--- src/rtl/doc5503_pkg.sv ---
// Shared types and constants for the DOC5503 wave-memory responder.
package doc5503_pkg;

    localparam int WAVE_ADDR_W = 16;
    localparam int WAVE_DATA_W = 8;

    // Sample value the DOC interprets as "halt oscillator"; replies must avoid it when synthesised.
    localparam logic [WAVE_DATA_W-1:0] DOC_HALT_BYTE = 8'h00;

    typedef enum logic [1:0] {
        IDLE   = 2'd0,
        RD_MEM = 2'd1,
        WR_MEM = 2'd2
    } state_e;

endpackage

--- src/rtl/doc5503_wave_responder.sv ---
// DOC5503 wave-read responder: arbitrates DOC sample fetches and host writes onto one
// ack-based RAM port, with write forwarding, a one-entry read cache and an access timeout.
module doc5503_wave_responder
    import doc5503_pkg::*;
#(
    parameter int                       TIMEOUT_CYCLES = 32,
    parameter logic [WAVE_DATA_W-1:0]   TIMEOUT_DATA   = 8'h80
) (
    input  logic                    clk_i,
    input  logic                    reset_n_i,
    input  logic [WAVE_ADDR_W-1:0]  wave_address_i,
    input  logic                    wave_rd_i,
    output logic [WAVE_DATA_W-1:0]  wave_data_o,
    output logic                    wave_data_ready_o,
    input  logic                    host_we_i,
    input  logic [WAVE_ADDR_W-1:0]  host_addr_i,
    input  logic [WAVE_DATA_W-1:0]  host_data_i,
    output logic                    host_busy_o,
    output logic [WAVE_ADDR_W-1:0]  mem_addr_o,
    output logic                    mem_rd_o,
    output logic                    mem_wr_o,
    output logic [WAVE_DATA_W-1:0]  mem_wdata_o,
    input  logic [WAVE_DATA_W-1:0]  mem_rdata_i,
    input  logic                    mem_ack_i,
    output logic                    overrun_o
);

    localparam int              CNT_W    = $clog2(TIMEOUT_CYCLES + 1);
    localparam logic [CNT_W-1:0] CNT_LAST = CNT_W'(TIMEOUT_CYCLES - 1);

    state_e                     state_q, state_d;
    logic [CNT_W-1:0]           tmo_cnt_q, tmo_cnt_d;
    logic                       rd_pend_q, rd_pend_d;
    logic [WAVE_ADDR_W-1:0]     rd_addr_q, rd_addr_d;
    logic                       host_busy_q, host_busy_d;
    logic [WAVE_ADDR_W-1:0]     wr_addr_q, wr_addr_d;
    logic [WAVE_DATA_W-1:0]     wr_data_q, wr_data_d;
    logic                       cache_vld_q, cache_vld_d;
    logic [WAVE_ADDR_W-1:0]     cache_addr_q, cache_addr_d;
    logic [WAVE_DATA_W-1:0]     cache_data_q, cache_data_d;
    logic [WAVE_DATA_W-1:0]     wave_data_q, wave_data_d;
    logic                       ready_q, ready_d;
    logic [WAVE_ADDR_W-1:0]     mem_addr_q, mem_addr_d;
    logic                       mem_rd_q, mem_rd_d;
    logic                       mem_wr_q, mem_wr_d;
    logic [WAVE_DATA_W-1:0]     mem_wdata_q, mem_wdata_d;
    logic                       overrun_q, overrun_d;

    logic wr_accept;
    logic rd_block;
    logic tmo_hit;

    assign wr_accept = host_we_i && !host_busy_q;
    assign rd_block  = rd_pend_q || (state_q == RD_MEM);
    assign tmo_hit   = (tmo_cnt_q == CNT_LAST);

    always_comb begin
        state_d      = state_q;
        tmo_cnt_d    = (state_q == IDLE) ? '0 : tmo_cnt_q + CNT_W'(1);
        rd_pend_d    = rd_pend_q;
        rd_addr_d    = rd_addr_q;
        host_busy_d  = host_busy_q;
        wr_addr_d    = wr_addr_q;
        wr_data_d    = wr_data_q;
        cache_vld_d  = cache_vld_q;
        cache_addr_d = cache_addr_q;
        cache_data_d = cache_data_q;
        wave_data_d  = wave_data_q;
        ready_d      = 1'b0;
        mem_addr_d   = mem_addr_q;
        mem_rd_d     = mem_rd_q;
        mem_wr_d     = mem_wr_q;
        mem_wdata_d  = mem_wdata_q;
        overrun_d    = overrun_q;

        if (wr_accept) begin
            host_busy_d = 1'b1;
            wr_addr_d   = host_addr_i;
            wr_data_d   = host_data_i;
        end
        if (host_we_i && host_busy_q) begin
            overrun_d = 1'b1;
        end

        // Forward/hit are resolved on the request itself so the reply lands one cycle later;
        // a same-cycle host write counts as already latched.
        if (wave_rd_i) begin
            if (rd_block) begin
                overrun_d = 1'b1;
            end else if (wr_accept && (host_addr_i == wave_address_i)) begin
                wave_data_d = host_data_i;
                ready_d     = 1'b1;
            end else if (host_busy_q && (wr_addr_q == wave_address_i)) begin
                wave_data_d = wr_data_q;
                ready_d     = 1'b1;
            end else if (cache_vld_q && (cache_addr_q == wave_address_i)) begin
                wave_data_d = cache_data_q;
                ready_d     = 1'b1;
            end else begin
                rd_pend_d = 1'b1;
                rd_addr_d = wave_address_i;
            end
        end

        case (state_q)
            IDLE: begin
                if (rd_pend_q) begin
                    state_d    = RD_MEM;
                    rd_pend_d  = 1'b0;
                    mem_rd_d   = 1'b1;
                    mem_addr_d = rd_addr_q;
                end else if (host_busy_q) begin
                    state_d     = WR_MEM;
                    mem_wr_d    = 1'b1;
                    mem_addr_d  = wr_addr_q;
                    mem_wdata_d = wr_data_q;
                end
            end
            RD_MEM: begin
                if (mem_ack_i) begin
                    state_d      = IDLE;
                    mem_rd_d     = 1'b0;
                    wave_data_d  = mem_rdata_i;
                    ready_d      = 1'b1;
                    cache_vld_d  = 1'b1;
                    cache_addr_d = mem_addr_q;
                    cache_data_d = mem_rdata_i;
                end else if (tmo_hit) begin
                    state_d     = IDLE;
                    mem_rd_d    = 1'b0;
                    wave_data_d = TIMEOUT_DATA;
                    ready_d     = 1'b1;
                end
            end
            WR_MEM: begin
                if (mem_ack_i) begin
                    state_d     = IDLE;
                    mem_wr_d    = 1'b0;
                    host_busy_d = 1'b0;
                    if (cache_vld_q && (cache_addr_q == mem_addr_q)) begin
                        cache_data_d = mem_wdata_q;
                    end
                end else if (tmo_hit) begin
                    state_d     = IDLE;
                    mem_wr_d    = 1'b0;
                    host_busy_d = 1'b0;
                end
            end
            default: begin
                state_d  = IDLE;
                mem_rd_d = 1'b0;
                mem_wr_d = 1'b0;
            end
        endcase
    end

    always_ff @(posedge clk_i or negedge reset_n_i) begin
        if (!reset_n_i) begin
            state_q      <= IDLE;
            tmo_cnt_q    <= '0;
            rd_pend_q    <= 1'b0;
            rd_addr_q    <= '0;
            host_busy_q  <= 1'b0;
            wr_addr_q    <= '0;
            wr_data_q    <= '0;
            cache_vld_q  <= 1'b0;
            cache_addr_q <= '0;
            cache_data_q <= '0;
            wave_data_q  <= '0;
            ready_q      <= 1'b0;
            mem_addr_q   <= '0;
            mem_rd_q     <= 1'b0;
            mem_wr_q     <= 1'b0;
            mem_wdata_q  <= '0;
            overrun_q    <= 1'b0;
        end else begin
            state_q      <= state_d;
            tmo_cnt_q    <= tmo_cnt_d;
            rd_pend_q    <= rd_pend_d;
            rd_addr_q    <= rd_addr_d;
            host_busy_q  <= host_busy_d;
            wr_addr_q    <= wr_addr_d;
            wr_data_q    <= wr_data_d;
            cache_vld_q  <= cache_vld_d;
            cache_addr_q <= cache_addr_d;
            cache_data_q <= cache_data_d;
            wave_data_q  <= wave_data_d;
            ready_q      <= ready_d;
            mem_addr_q   <= mem_addr_d;
            mem_rd_q     <= mem_rd_d;
            mem_wr_q     <= mem_wr_d;
            mem_wdata_q  <= mem_wdata_d;
            overrun_q    <= overrun_d;
        end
    end

    assign wave_data_o       = wave_data_q;
    assign wave_data_ready_o = ready_q;
    assign host_busy_o       = host_busy_q;
    assign mem_addr_o        = mem_addr_q;
    assign mem_rd_o          = mem_rd_q;
    assign mem_wr_o          = mem_wr_q;
    assign mem_wdata_o       = mem_wdata_q;
    assign overrun_o         = overrun_q;

endmodule

--- config.mk ---
export PLATFORM = sky130hd
export DESIGN_NAME = doc5503_wave_responder
export DESIGN_NICKNAME = d
export VERILOG_FILES = /design/src/rtl/doc5503_pkg.sv /design/src/rtl/doc5503_wave_responder.sv
export SDC_FILE = /design/constraint.sdc
export NUM_CORES = 1
export LEC_CHECK = 0
export ABC_AREA = 1
export BUFFER_PORTS_ARGS = -buffer_cell sky130_fd_sc_hd__buf_2
export CAP_MARGIN = 20
export CORE_MARGIN = 2
export CORE_UTILIZATION = 55
export DETAILED_ROUTE_END_ITERATION = 10
export PLACE_DENSITY = 0.78
export SYNTH_ARGS = -nofsm -noshare
export SYNTH_HDL_FRONTEND = slang
export SYNTH_SLANG_ARGS = --single-unit
export TNS_END_PERCENT = 30
--- constraint.sdc ---
create_clock -name clk_i -period 1.9 [get_ports clk_i]
set_input_delay 0.38 -clock clk_i [delete_from_list [all_inputs] [get_ports clk_i]]
set_output_delay 0.38 -clock clk_i [all_outputs]
set_load 0.05 [all_outputs]
==> flow_summary.rst, run 1 <==
.. list-table::
   :header-rows: 1

   * - Metric
     - Value
   * - Number of top-level pins
     - 90
   * - Synthesized netlist cell count
     - 882
   * - Met1 layer usage reported by global route
     - 43.0%
   * - Met2 routing resource usage after global routing
     - 45.8%
   * - Share of flip-flops with an asynchronous set or reset
     - 100%
   * - Vias in the first global route
     - 5733
   * - Final Wtd Congestion
     - 0.950
   * - Setup WS pre-CTS
     - -46.0 ps
   * - Mapped cell area
     - 6380 um2
   * - Data arrival time of the worst path
     - 2130 ps
   * - Cell with the largest stage delay on the worst path
     - sky130_fd_sc_hd__dfrtp_1
   * - Net count after synthesis
     - 939
   * - Reported max-cap violation count
     - 0
   * - Final worst setup slack
     - 56.1 ps
   * - CTS root buffer
     - sky130_fd_sc_hd__clkbuf_16
   * - Top delay family on crit path
     - simple AND/OR/NAND/NOR gates
   * - Most repeated library cell on the critical path
     - sky130_fd_sc_hd__nand2_1
   * - Row Count
     - 39
   * - Number of enable-type register cells in the synthesized netlist
     - 0
   * - Class of the most critical hold timing path
     - input port to register
   * - Starting density of the core
     - 56.2%
   * - Final hold violation count
     - 0
   * - Post-DP HPWL
     - 13400 um
   * - Clk slew on worst S/H paths
     - 70 ps
   * - Source-to-sink clock delay at the later pin of the worst-skew pair
     - 360 ps
   * - Overall routing resource usage
     - 29.4%
   * - Worst slew margin
     - 71.1%
   * - Design Power
     - 0.0126 W
   * - Synth-to-layout area growth
     - 18.2%
   * - Average footprint of a synthesized cell
     - 7.24 um2
   * - Grt ovf
     - 0
   * - Y dimension of the die
     - 112 um
   * - X dimension of the die
     - 112 um
   * - Routed Antenna Nets
     - 0
   * - Most used cells in the layout excluding fill and tap cells
     - sky130_fd_sc_hd__nand2_1, sky130_fd_sc_hd__dfrtp_1, sky130_fd_sc_hd__inv_1
   * - Worst-path cell chain
     - buf_4 > nand2_1 > nand2_1 > nor2_2 > nand4_1 > nor2_1 > nand3_1 > and3_4 > nand2_8 > buf_12 > nand2_2 > o21ai_2
   * - First-pass GRT wire length
     - 29000 um
   * - Startpoint type of the worst setup path
     - register
   * - Total detailed-routing wirelength
     - 17800 um
   * - Main synth FF type
     - sky130_fd_sc_hd__dfrtp_1
   * - Static leakage power
     - 4.07 nW
   * - Post-synthesis register bit count
     - 111
   * - H-Tree Level Count
     - 3
   * - Total via count in the routed design
     - 6169
   * - Count of buffers added by post-CTS timing repair for setup
     - 0
   * - Setup violations, final
     - 0
   * - CTS tree
     - done
   * - CTS Buf Count
     - 9
   * - Mean routed wirelength per cell
     - 15.5 um
   * - Core Region
     - 11400 um2
   * - Proportion of synthesized chip area in sequential cells
     - 43.5%
   * - First-pass DRT Iterations
     - 5
   * - Highest-utilization routing layer at the global route stage
     - met2
   * - Fraction of layout cells with a size suffix above 1
     - 20.4%
   * - Antenna diodes
     - 0
   * - Antenna violations before repair
     - 0
   * - Max-slew violation count
     - 0
   * - Number of filler cells placed in the layout
     - 1006
   * - Unrepaired setup endpoints after global routing
     - true
   * - Critical path start-end classification
     - register to register
   * - Area used by multi-input combinational logic
     - 3080 um2
   * - Clock sink total
     - 111
   * - Status
     - completed
   * - Number of remaining DRC errors
     - 0
   * - Share of the clock period used by the worst path after layout
     - 97.0%
   * - Buffer depth of the longest clock path
     - 2
   * - Worst-Margin Slew
     - 434 ps
   * - Library cells used by synthesis
     - 39
   * - Maximum fanout along the worst path
     - 15
   * - Synthesis warning total
     - 0
   * - Worst IR Drop VDD
     - 1.25 mV
   * - DRT iter0 DRCs
     - 684
   * - Number of vias per cell
     - 5.39
   * - Layout Skew
     - 7.40 ps
   * - Total power per unit cell area
     - 1670 nW/um2
   * - Critical path endpoint category
     - register
   * - FMAX
     - 542 MHz
   * - Min Hold Slack
     - 238 ps
   * - Required time of the worst setup path
     - 2190 ps
   * - Routing usage on met3
     - 6.15%
   * - NumNets Final
     - 1053
   * - Maximum number of pins on one net before global-route repair
     - 66
   * - Die footprint
     - 12500 um2
   * - Buffer and inverter count on the worst path
     - 2
   * - Min Tclk post-route
     - 1840 ps
   * - Most common cell after layout, fill and taps aside
     - sky130_fd_sc_hd__nand2_1
   * - Total area of sequential cells
     - 2780 um2
   * - Highest cell delay on the worst timing path
     - 400 ps
   * - Count of buffers from port buffering
     - 89
-- registers in the layout (all words and copies together) (netlist names) --
| register | count |
|---|---|
| mem_wr_o | 1 |
| cache_addr_q | 16 |
| rd_pend_q | 1 |
| rd_addr_q | 16 |
| host_busy_o | 1 |
| mem_rd_o | 1 |
| state_q | 2 |
| wave_data_ready_o | 1 |
| overrun_o | 1 |
| mem_wdata_o | 8 |
| mem_addr_o | 16 |
| tmo_cnt_q | 6 |
| wr_data_q | 8 |
| cache_vld_q | 1 |
| wr_addr_q | 16 |
| wave_data_o | 8 |
| cache_data_q | 8 |
-- synth_stat cells (2+ instances only) --
library cell	count	area, um2
sky130_fd_sc_hd__o21ai_0	73	365
sky130_fd_sc_hd__nand2_2	15	93.8
sky130_fd_sc_hd__o2111ai_1	2	17.5
sky130_fd_sc_hd__nand4_1	17	106
sky130_fd_sc_hd__o21ai_2	16	140
sky130_fd_sc_hd__xor2_1	6	52.6
sky130_fd_sc_hd__clkbuf_1	16	60.1
sky130_fd_sc_hd__buf_2	2	10.0
sky130_fd_sc_hd__ha_1	4	50.1
sky130_fd_sc_hd__a31oi_1	2	12.5
sky130_fd_sc_hd__inv_2	15	56.3
sky130_fd_sc_hd__o22ai_1	5	31.3
sky130_fd_sc_hd__clkinv_1	3	11.3
sky130_fd_sc_hd__nand3_4	2	35.0
sky130_fd_sc_hd__nand3b_1	4	30.0
sky130_fd_sc_hd__o21ai_1	3	15.0
sky130_fd_sc_hd__xnor2_1	13	114
sky130_fd_sc_hd__nor2_2	4	25.0
sky130_fd_sc_hd__nand2_1	319	1200
sky130_fd_sc_hd__a21oi_1	22	110
sky130_fd_sc_hd__nor3_1	3	15.0
sky130_fd_sc_hd__and3_1	2	12.5
sky130_fd_sc_hd__buf_12	2	40.0
sky130_fd_sc_hd__o211ai_1	18	135
sky130_fd_sc_hd__dfrtp_1	111	2780
sky130_fd_sc_hd__inv_1	97	364
sky130_fd_sc_hd__nor2_1	69	259
sky130_fd_sc_hd__nand3_1	26	130
-- final cells by class --
| cell class | count | area share, % |
|---|---|---|
| clock buffers | 11 | 3.08 |
| clock inverters | 5 | 0.763 |
| inverters | 115 | 5.72 |
| multi-input cells | 634 | 40.9 |
| flip-flops and latches | 111 | 36.8 |
| well taps | 143 | 2.37 |
| repair buffers | 125 | 10.4 |
-- cell families after synthesis --
group | count (synthesis) | synth area share (%)
buffers and inverters | 137 | 8.78
AO/OA/AOI/OAI | 143 | 13.2
AND/OR/NAND/NOR | 468 | 31.1
adder cells (fa/ha/maj) | 4 | 0.784
XOR/XNOR | 19 | 2.61
flip-flops | 111 | 43.5
-- final timing paths --
| path | startpoint | end | slack, ps | cells after the start |
|---|---|---|---|---|
| worst max-delay path | cache_addr_q[7] | rd_addr_q[10] | 60 | 12 |
| worst min-delay path | mem_rdata_i[6] | wave_data_o[6] | 240 | 3 |
| worst max register to register | cache_addr_q[7] | rd_addr_q[10] | 60 | 12 |
| worst min register to register | tmo_cnt_q[0] | tmo_cnt_q[0] | 460 | 1 |
| max in group asynchronous | reset_n_i | mem_wr_o | 990 | 3 |
| min in group asynchronous | reset_n_i | mem_addr_o[12] | 370 | 2 |
-- power breakdown --
part / internal (W) / total (W) / switching (W)
registers: 0.00341 / 0.00426 / 0.000851
clock network: 0.00103 / 0.00191 / 0.000882
logic: 0.00209 / 0.00642 / 0.00433
total: 0.00652 / 0.0126 / 0.00606
-- metal layers --
| metal | part of all wire, % | vias up |
|---|---|---|
| li1 | - | 3018 |
| met1 | 45 | 2842 |
| met2 | 46 | 284 |
| met3 | 8.1 | 25 |
| met4 | 1.3 | 0 |
| met5 | 0 | - |
-- tightest hold or removal path: cells and delay by family --
family	cells	cell delay, ps
buf+inv	1	90
simple gates	2	100
-- timing repair --
action | 4_1_cts | 5_1_grt
hold buffers | 1 | 0
endpoints found under the hold margin | 3 | 0
resized for setup | 0 | 9
setup endpoints to repair | 0 | 24
-- stage by stage --
| step | cells | util, % | TNS, ps | cell area (um2) |
|---|---|---|---|---|
| after floorplan | 882 | - | 0 | 6380 |
| after global placement | 1127 | 63.4 | -137 | 7210 |
| after detailed placement | 1127 | 63.4 | -251 | 7210 |
| after CTS | 1144 | 66.1 | 0 | 7510 |
| after global routing | 1144 | 66.4 | -231 | 7550 |
| final | 1144 | 66.4 | 0 | 7550 |
Note: power is estimated with default switching activity, not from simulation.
==> inputs of run 2 (changes only) <==
==> constraint.sdc (replaced) <==
create_clock -name clk_i -period 1.99 [get_ports clk_i]
set_input_delay 0.398 -clock clk_i [delete_from_list [all_inputs] [get_ports clk_i]]
set_output_delay 0.398 -clock clk_i [all_outputs]
set_load 0.05 [all_outputs]
==> run 2 against run 1 <==
  * The run now ends with negative hold slack left
  * Combinational power decreased by 8.3%
  * Clock-buffer cell count increased by 2
  * Cell area decreased by 2.3%
  * Die area unchanged
  * Sequential cell count unchanged
  * Clock skew increased by 0.59 ps
  * Sequential power decreased by 4%
  * Global-route usage decreased by 0.11 points
  * Critical endpoint is now rd_pend_q
  * Largest cell class unchanged
==> flow_summary.rst, run 2 (synthesized netlist as in run 1, its figures left out) <==
.. list-table::
   :header-rows: 1

   * - Metric
     - Value
   * - Core occupancy in the finished layout
     - 64.9% (was 66.4%)
   * - Worst slew margin
     - 56.5% (was 71.1%)
   * - Static leakage power
     - 3.97 nW (was 4.07 nW)
   * - Number of top-level pins
     - 90 (unchanged)
   * - CTS root buffer
     - sky130_fd_sc_hd__clkbuf_16 (unchanged)
   * - Routed Antenna Nets
     - 0 (unchanged)
   * - Buffer depth of the longest clock path
     - 2 (unchanged)
   * - Maximum fanout along the worst path
     - 33 (was 15)
   * - Critical path endpoint category
     - register (unchanged)
   * - Cell with the largest stage delay on the worst path
     - sky130_fd_sc_hd__dfrtp_1 (unchanged)
   * - Mean routed wirelength per cell
     - 15.6 um (was 15.5 um)
   * - Source-to-sink clock delay at the later pin of the worst-skew pair
     - 360 ps (about the same)
   * - Setup violations, final
     - 0 (unchanged)
   * - Y dimension of the die
     - 112 um (unchanged)
   * - Maximum number of pins on one net before global-route repair
     - 49 (was 66)
   * - Worst IR Drop VDD
     - 1.18 mV (was 1.25 mV)
   * - Final Wtd Congestion
     - 0.951 (was 0.950)
   * - Class of the most critical hold timing path
     - input port to asynchronous set/reset pin (was input port to register)
   * - Share of the clock period used by the worst path after layout
     - 93.3% (was 97.0%)
   * - Clk slew on worst S/H paths
     - 70 ps (about the same)
   * - Status
     - complete, but fails checks (was completed)
   * - DRT iter0 DRCs
     - 639 (was 684)
   * - Max-slew violation count
     - 0 (unchanged)
   * - Fraction of layout cells with a size suffix above 1
     - 18.5% (was 20.4%)
   * - Required time of the worst setup path
     - 2210 ps (was 2190 ps)
   * - Top delay family on crit path
     - simple AND/OR/NAND/NOR gates (unchanged)
   * - Startpoint type of the worst setup path
     - register (unchanged)
   * - Layout Skew
     - 7.99 ps (was 7.40 ps)
   * - Worst-path cell chain
     - inv_2 > nand2_1 > a21oi_1 > nand2_1 > nor2_1 > nand3b_1 > and3_4 > nand2_8 > a21boi_0 (was buf_4 > nand2_1 > nand2_1 > nor2_2 > nand4_1 > nor2_1 > nand3_1 > and3_4 > nand2_8 > buf_12 > nand2_2 > o21ai_2)
   * - Violations in the final reports
     - negative hold slack
   * - X dimension of the die
     - 112 um (unchanged)
   * - Most repeated library cell on the critical path
     - sky130_fd_sc_hd__nand2_1 (unchanged)
   * - Min Tclk post-route
     - 1860 ps (was 1840 ps)
   * - Vias in the first global route
     - 5659 (was 5733)
   * - First-pass GRT wire length
     - 28700 um (was 29000 um)
   * - Buffer and inverter count on the worst path
     - 1 (was 2)
   * - Most used cells in the layout excluding fill and tap cells
     - sky130_fd_sc_hd__nand2_1, sky130_fd_sc_hd__dfrtp_1, sky130_fd_sc_hd__inv_1 (unchanged)
   * - CTS Buf Count
     - 9 (unchanged)
   * - Setup crit start
     - host_busy_o (was cache_addr_q[7])
   * - Total via count in the routed design
     - 6115 (was 6169)
   * - Row Count
     - 39 (unchanged)
   * - Highest cell delay on the worst timing path
     - 390 ps (was 400 ps)
   * - Min Hold Slack
     - -3.39 ps (was 238 ps)
   * - Total power per unit cell area
     - 1590 nW/um2 (was 1670 nW/um2)
   * - Clock sink total
     - 111 (unchanged)
   * - First-pass DRT Iterations
     - 5 (unchanged)
   * - Antenna violations before repair
     - 0 (unchanged)
   * - Total detailed-routing wirelength
     - 17600 um (was 17800 um)
   * - Number of remaining DRC errors
     - 0 (unchanged)
   * - CTS tree
     - done (unchanged)
   * - Count of buffers added by post-CTS timing repair for setup
     - 0 (unchanged)
   * - Post-DP HPWL
     - 13400 um (about the same)
   * - Antenna diodes
     - 0 (unchanged)
   * - Reported max-cap violation count
     - 0 (unchanged)
   * - Critical path start-end classification
     - register to register (unchanged)
   * - Core Region
     - 11400 um2 (unchanged)
   * - Final hold violation count
     - 1 (was 0)
   * - H-Tree Level Count
     - 3 (unchanged)
   * - Setup TNS
     - 0 ps (unchanged)
   * - Die footprint
     - 12500 um2 (unchanged)
   * - Worst-Margin Slew
     - 650 ps (was 434 ps)
   * - NumNets Final
     - 1037 (was 1053)
   * - Number of vias per cell
     - 5.43 (was 5.39)
   * - Start of the worst register-to-register path
     - host_busy_o (was cache_addr_q[7])
   * - Count of buffers from port buffering
     - 89 (unchanged)
   * - Number of filler cells placed in the layout
     - 1033 (was 1006)
   * - Synth-to-layout area growth
     - 15.5% (was 18.2%)
   * - Grt ovf
     - 0 (unchanged)
   * - Starting density of the core
     - 56.2% (unchanged)
   * - FMAX
     - 539 MHz (was 542 MHz)
   * - Most common cell after layout, fill and taps aside
     - sky130_fd_sc_hd__nand2_1 (unchanged)
   * - Data arrival time of the worst path
     - 2080 ps (was 2130 ps)
   * - Unrepaired setup endpoints after global routing
     - false (was true)
   * - Overall routing resource usage
     - 29.3% (was 29.4%)
## run 2: path summary, 6_finish.rpt
path / endpoint / slack [ps] / cells past startpoint
worst max-delay path: rd_pend_q / 130 / 9
worst min-delay path: cache_addr_q[10] / -3 / 1
worst max register to register: rd_pend_q / 130 / 9
worst min register to register: tmo_cnt_q[0] / 470 / 1
max in group asynchronous: wr_data_q[3] / 1400 / 2
min in group clk_i: wave_data_o[2] / 260 / 3
## run 2: stage by stage
stage               setup WS [ps]  area (um2)  hold WS, ps  std cells  power (W)
finish                        133        7380        -3.39       1127     0.0117
global route                 18.7        7380         26.1       1127     0.0126
CTS                          77.4        7370         12.6       1127     0.0117
detailed placement          -32.5        7090          395       1112    0.00989
global placement             8.93        7090          394       1112    0.00977
floorplan                     116        6380          102        882    0.00822
## run 2: where the power goes
part	total (W)	switching, W	internal, W
combinational	0.00589	0.00407	0.00181
sequential	0.00409	0.000835	0.00325
clock	0.00176	0.000806	0.000949
total	0.0117	0.00571	0.00601
## run 2: layer usage
metal	up-vias	global-route usage [%]	share of wire [%]
met5	-	0	0
met4	0	7.82	2.0
met3	32	7.95	7.3
met2	232	44.8	45
met1	2861	41.7	45
li1	2990	-	-
## run 2: final cells by class
class                   count  area (um2)  area share [%]
clock inverters             2        13.8           0.187
flip-flops and latches    111        2780            37.7
multi-input cells         634        3060            41.4
clock buffers              13         270            3.66
repair buffers            109         648            8.79
well taps                 143         179            2.43
inverters                 115         432            5.85
## run 2: worst register-to-register path, cell delays in order, from the launching register on
cell                       delay, ps
sky130_fd_sc_hd__dfrtp_1         390
sky130_fd_sc_hd__inv_2           120
sky130_fd_sc_hd__nand2_1         130
sky130_fd_sc_hd__a21oi_1         140
sky130_fd_sc_hd__nand2_1          70
sky130_fd_sc_hd__nor2_1          110
sky130_fd_sc_hd__nand3b_1        140
sky130_fd_sc_hd__and3_4          230
sky130_fd_sc_hd__nand2_8         250
sky130_fd_sc_hd__a21boi_0        150
## run 2: repair_timing
action,4_1_cts,5_1_grt
hold buffers,0,0
resized for setup,0,2
setup endpoints to repair,0,11
==> inputs of run 3 (changes only) <==
--- a/config.mk
+++ b/config.mk
@@ -9,9 +9,9 @@
 export BUFFER_PORTS_ARGS = -buffer_cell sky130_fd_sc_hd__buf_2
 export CAP_MARGIN = 20
 export CORE_MARGIN = 2
-export CORE_UTILIZATION = 55
+export CORE_UTILIZATION = 50
 export DETAILED_ROUTE_END_ITERATION = 10
-export PLACE_DENSITY = 0.78
+export PLACE_DENSITY = 0.72
 export SYNTH_ARGS = -nofsm -noshare
 export SYNTH_HDL_FRONTEND = slang
 export SYNTH_SLANG_ARGS = --single-unit
==> run 3 against run 2 <==
  * The flow now finishes without violations
  * Global-route usage is 0.70 points lower
  * Routed wire length is 4.8% higher
  * Largest power group unchanged
  * Critical path type unchanged
  * Critical path depth is 3 lower
  * First-iteration DRC count is 15% lower
==> flow_summary.rst, run 3 (synthesized netlist as in run 1, its figures left out) <==
.. list-table::
   :header-rows: 1

   * - Metric
     - Value
   * - Status
     - completed (was complete, but fails checks)
   * - Grt ovf
     - 0 (unchanged)
   * - Critical path start-end classification
     - register to register (unchanged)
   * - Final worst setup slack
     - 93.1 ps (was 133 ps)
   * - Area used by multi-input combinational logic
     - 3060 um2 (about the same)
   * - Min Tclk post-route
     - 1900 ps (was 1860 ps)
   * - Clock sink total
     - 111 (unchanged)
   * - Data arrival time of the worst path
     - 2110 ps (was 2080 ps)
   * - Total via count in the routed design
     - 6097 (was 6115)
   * - Y dimension of the die
     - 117 um (was 112 um)
   * - WL met3
     - 1300 um (was 1290 um)
   * - Core Region
     - 12600 um2 (was 11400 um2)
   * - Maximum number of pins on one net before global-route repair
     - 49 (unchanged)
   * - Antenna violations before repair
     - 1 (was 0)
   * - Routed Antenna Nets
     - 0 (unchanged)
   * - Most common cell after layout, fill and taps aside
     - sky130_fd_sc_hd__nand2_1 (unchanged)
   * - Reported max-cap violation count
     - 0 (unchanged)
   * - Length of routed met2 wiring
     - 8240 um (was 8020 um)
   * - Buffer and inverter count on the worst path
     - 0 (was 1)
   * - Static leakage power
     - 4.05 nW (was 3.97 nW)
   * - Layout Skew
     - 9.52 ps (was 7.99 ps)
   * - Number of vias per cell
     - 5.20 (was 5.43)
   * - Synth-to-layout area growth
     - 18.9% (was 15.5%)
   * - Total area of sequential cells
     - 2780 um2 (unchanged)
   * - Start of the worst register-to-register path
     - wr_addr_q[2] (was host_busy_o)
   * - First-pass GRT wire length
     - 29600 um (was 28700 um)
   * - Setup crit start
     - wr_addr_q[2] (was host_busy_o)
   * - Worst-Margin Slew
     - 456 ps (was 650 ps)
   * - Die footprint
     - 13700 um2 (was 12500 um2)
   * - Mean routed wirelength per cell
     - 15.8 um (was 15.6 um)
   * - Cell with the largest stage delay on the worst path
     - sky130_fd_sc_hd__dfrtp_1 (unchanged)
   * - Post-DP HPWL
     - 14100 um (was 13400 um)
   * - Non-Filler Instances
     - 1173 (was 1127)
   * - Maximum fanout along the worst path
     - 7 (was 33)
   * - FMAX
     - 527 MHz (was 539 MHz)
   * - Highest cell delay on the worst timing path
     - 410 ps (was 390 ps)
   * - Worst-path cell chain
     - xnor2_1 > nand2_1 > nor2_2 > nand3_4 > and3_4 > o21ai_0 (was inv_2 > nand2_1 > a21oi_1 > nand2_1 > nor2_1 > nand3b_1 > and3_4 > nand2_8 > a21boi_0)
   * - Most used cells in the layout excluding fill and tap cells
     - sky130_fd_sc_hd__nand2_1, sky130_fd_sc_hd__dfrtp_1, sky130_fd_sc_hd__inv_1 (unchanged)
   * - Worst slew margin
     - 69.3% (was 56.5%)
   * - Worst IR Drop VDD
     - 0.877 mV (was 1.18 mV)
   * - H-Tree Level Count
     - 3 (unchanged)
   * - Required time of the worst setup path
     - 2200 ps (was 2210 ps)
   * - Critical path endpoint category
     - register (unchanged)
   * - Total detailed-routing wirelength
     - 18500 um (was 17600 um)
   * - Row Count
     - 41 (was 39)
   * - Share of the clock period used by the worst path after layout
     - 95.3% (was 93.3%)
   * - Highest routing layer actually used
     - met4 (unchanged)
   * - Total power per unit cell area
     - 1590 nW/um2 (about the same)
   * - Final hold violation count
     - 0 (was 1)
   * - Final Wtd Congestion
     - 0.893 (was 0.951)
   * - Fraction of layout cells with a size suffix above 1
     - 20.0% (was 18.5%)
   * - Number of filler cells placed in the layout
     - 1195 (was 1033)
   * - CTS tree
     - done (unchanged)
   * - Worst Hold Launch
     - mem_rdata_i[5]
   * - Starting density of the core
     - 50.8% (was 56.2%)
   * - X dimension of the die
     - 117 um (was 112 um)
   * - CTS root buffer
     - sky130_fd_sc_hd__clkbuf_16 (unchanged)
   * - Number of top-level pins
     - 90 (unchanged)
   * - Placement-stage cell area
     - 7250 um2 (was 7090 um2)
   * - DRT iter0 DRCs
     - 540 (was 639)
   * - Buffer depth of the longest clock path
     - 2 (unchanged)
   * - Top delay family on crit path
     - simple AND/OR/NAND/NOR gates (unchanged)
   * - Count of buffers from port buffering
     - 89 (unchanged)
   * - NumNets Final
     - 1052 (was 1037)
   * - Startpoint type of the worst setup path
     - register (unchanged)
   * - Vias in the first global route
     - 5571 (was 5659)
   * - Routed length on met1
     - 8670 um (was 7970 um)
   * - Setup WS pre-CTS
     - -27.6 ps (was -32.5 ps)
   * - Final design area excluding fillers
     - 7590 um2 (was 7380 um2)
   * - Overall routing resource usage
     - 28.6% (was 29.3%)
   * - First-pass DRT Iterations
     - 5 (unchanged)
   * - Clk slew on worst S/H paths
     - 70 ps (about the same)
   * - Max-slew violation count
     - 0 (unchanged)
   * - Unrepaired setup endpoints after global routing
     - false (unchanged)
   * - Setup violations, final
     - 0 (unchanged)
   * - CTS Buf Count
     - 9 (unchanged)
   * - Core occupancy in the finished layout
     - 60.4% (was 64.9%)
   * - Number of placed instances, taps included
     - 1155 (was 1112)
   * - Source-to-sink clock delay at the later pin of the worst-skew pair
     - 370 ps (was 360 ps)
   * - Class of the most critical hold timing path
     - input port to register (was input port to asynchronous set/reset pin)
   * - Number of remaining DRC errors
     - 0 (unchanged)
-- run 3: cell count changes in the layout (fill, tap and decap cells not counted), moves of 2 or more --
| cell | delta |
|---|---|
| sky130_fd_sc_hd__buf_4 | +12 |
| sky130_fd_sc_hd__clkinvlp_4 | +3 |
| sky130_fd_sc_hd__clkbuf_8 | -2 |
| sky130_fd_sc_hd__buf_12 | +2 |
| sky130_fd_sc_hd__clkinv_4 | +2 |
-- run 3: worst paths after layout --
kind,end,slack (ps),cells after the start
max reg2reg,wave_data_ready_o,90,6
max in group asynchronous,tmo_cnt_q[3],900,3
min,wave_data_o[5],260,3
min in group asynchronous,mem_addr_o[10],500,2
min reg2reg,tmo_cnt_q[0],470,1
max,wave_data_ready_o,90,6
-- run 3: tightest hold or removal path, stage by stage --
cell and delay (ps):
sky130_fd_sc_hd__buf_2 90, sky130_fd_sc_hd__nand2_1 50, sky130_fd_sc_hd__nand2_1 60
-- run 3: metal layers --
layer	track usage, %	vias to the layer above
met5	0	-
met4	7.53	0
met3	5.56	22
met2	42.2	225
met1	43.3	2837
li1	-	3013
-- run 3: report_power, final --
part           switching, W  internal, W  total (W)
Clock              0.000900      0.00102    0.00192
Combinational       0.00411      0.00194    0.00605
Sequential         0.000850      0.00325    0.00410
Total               0.00586      0.00621     0.0121
-- run 3: final cells by class --
type	count	area share [%]
Multi-Input combinational cell	634	40.4
Sequential cell	111	36.6
Timing Repair Buffer	124	10.4
Inverter	115	5.69
Clock buffer	10	3.15
Tap cell	172	2.84
Clock inverter	6	0.923
Antenna cell	1	0.0330
-- run 3: per-stage QoR --
step,total power [W],hold WS (ps),setup TNS (ps)
after CTS,0.0120,255,0
after detailed placement,0.0101,354,-93.8
after global placement,0.0100,356,-139
after floorplan,0.00822,102,0
after global routing,0.0129,269,0
final,0.0121,264,0
-- run 3: timing repair --
item,CTS,global route
hold buffers,1,0
gates resized for setup,0,4
buffers inserted,0,0
hold endpoints to repair,27,0
setup endpoints to repair,0,15
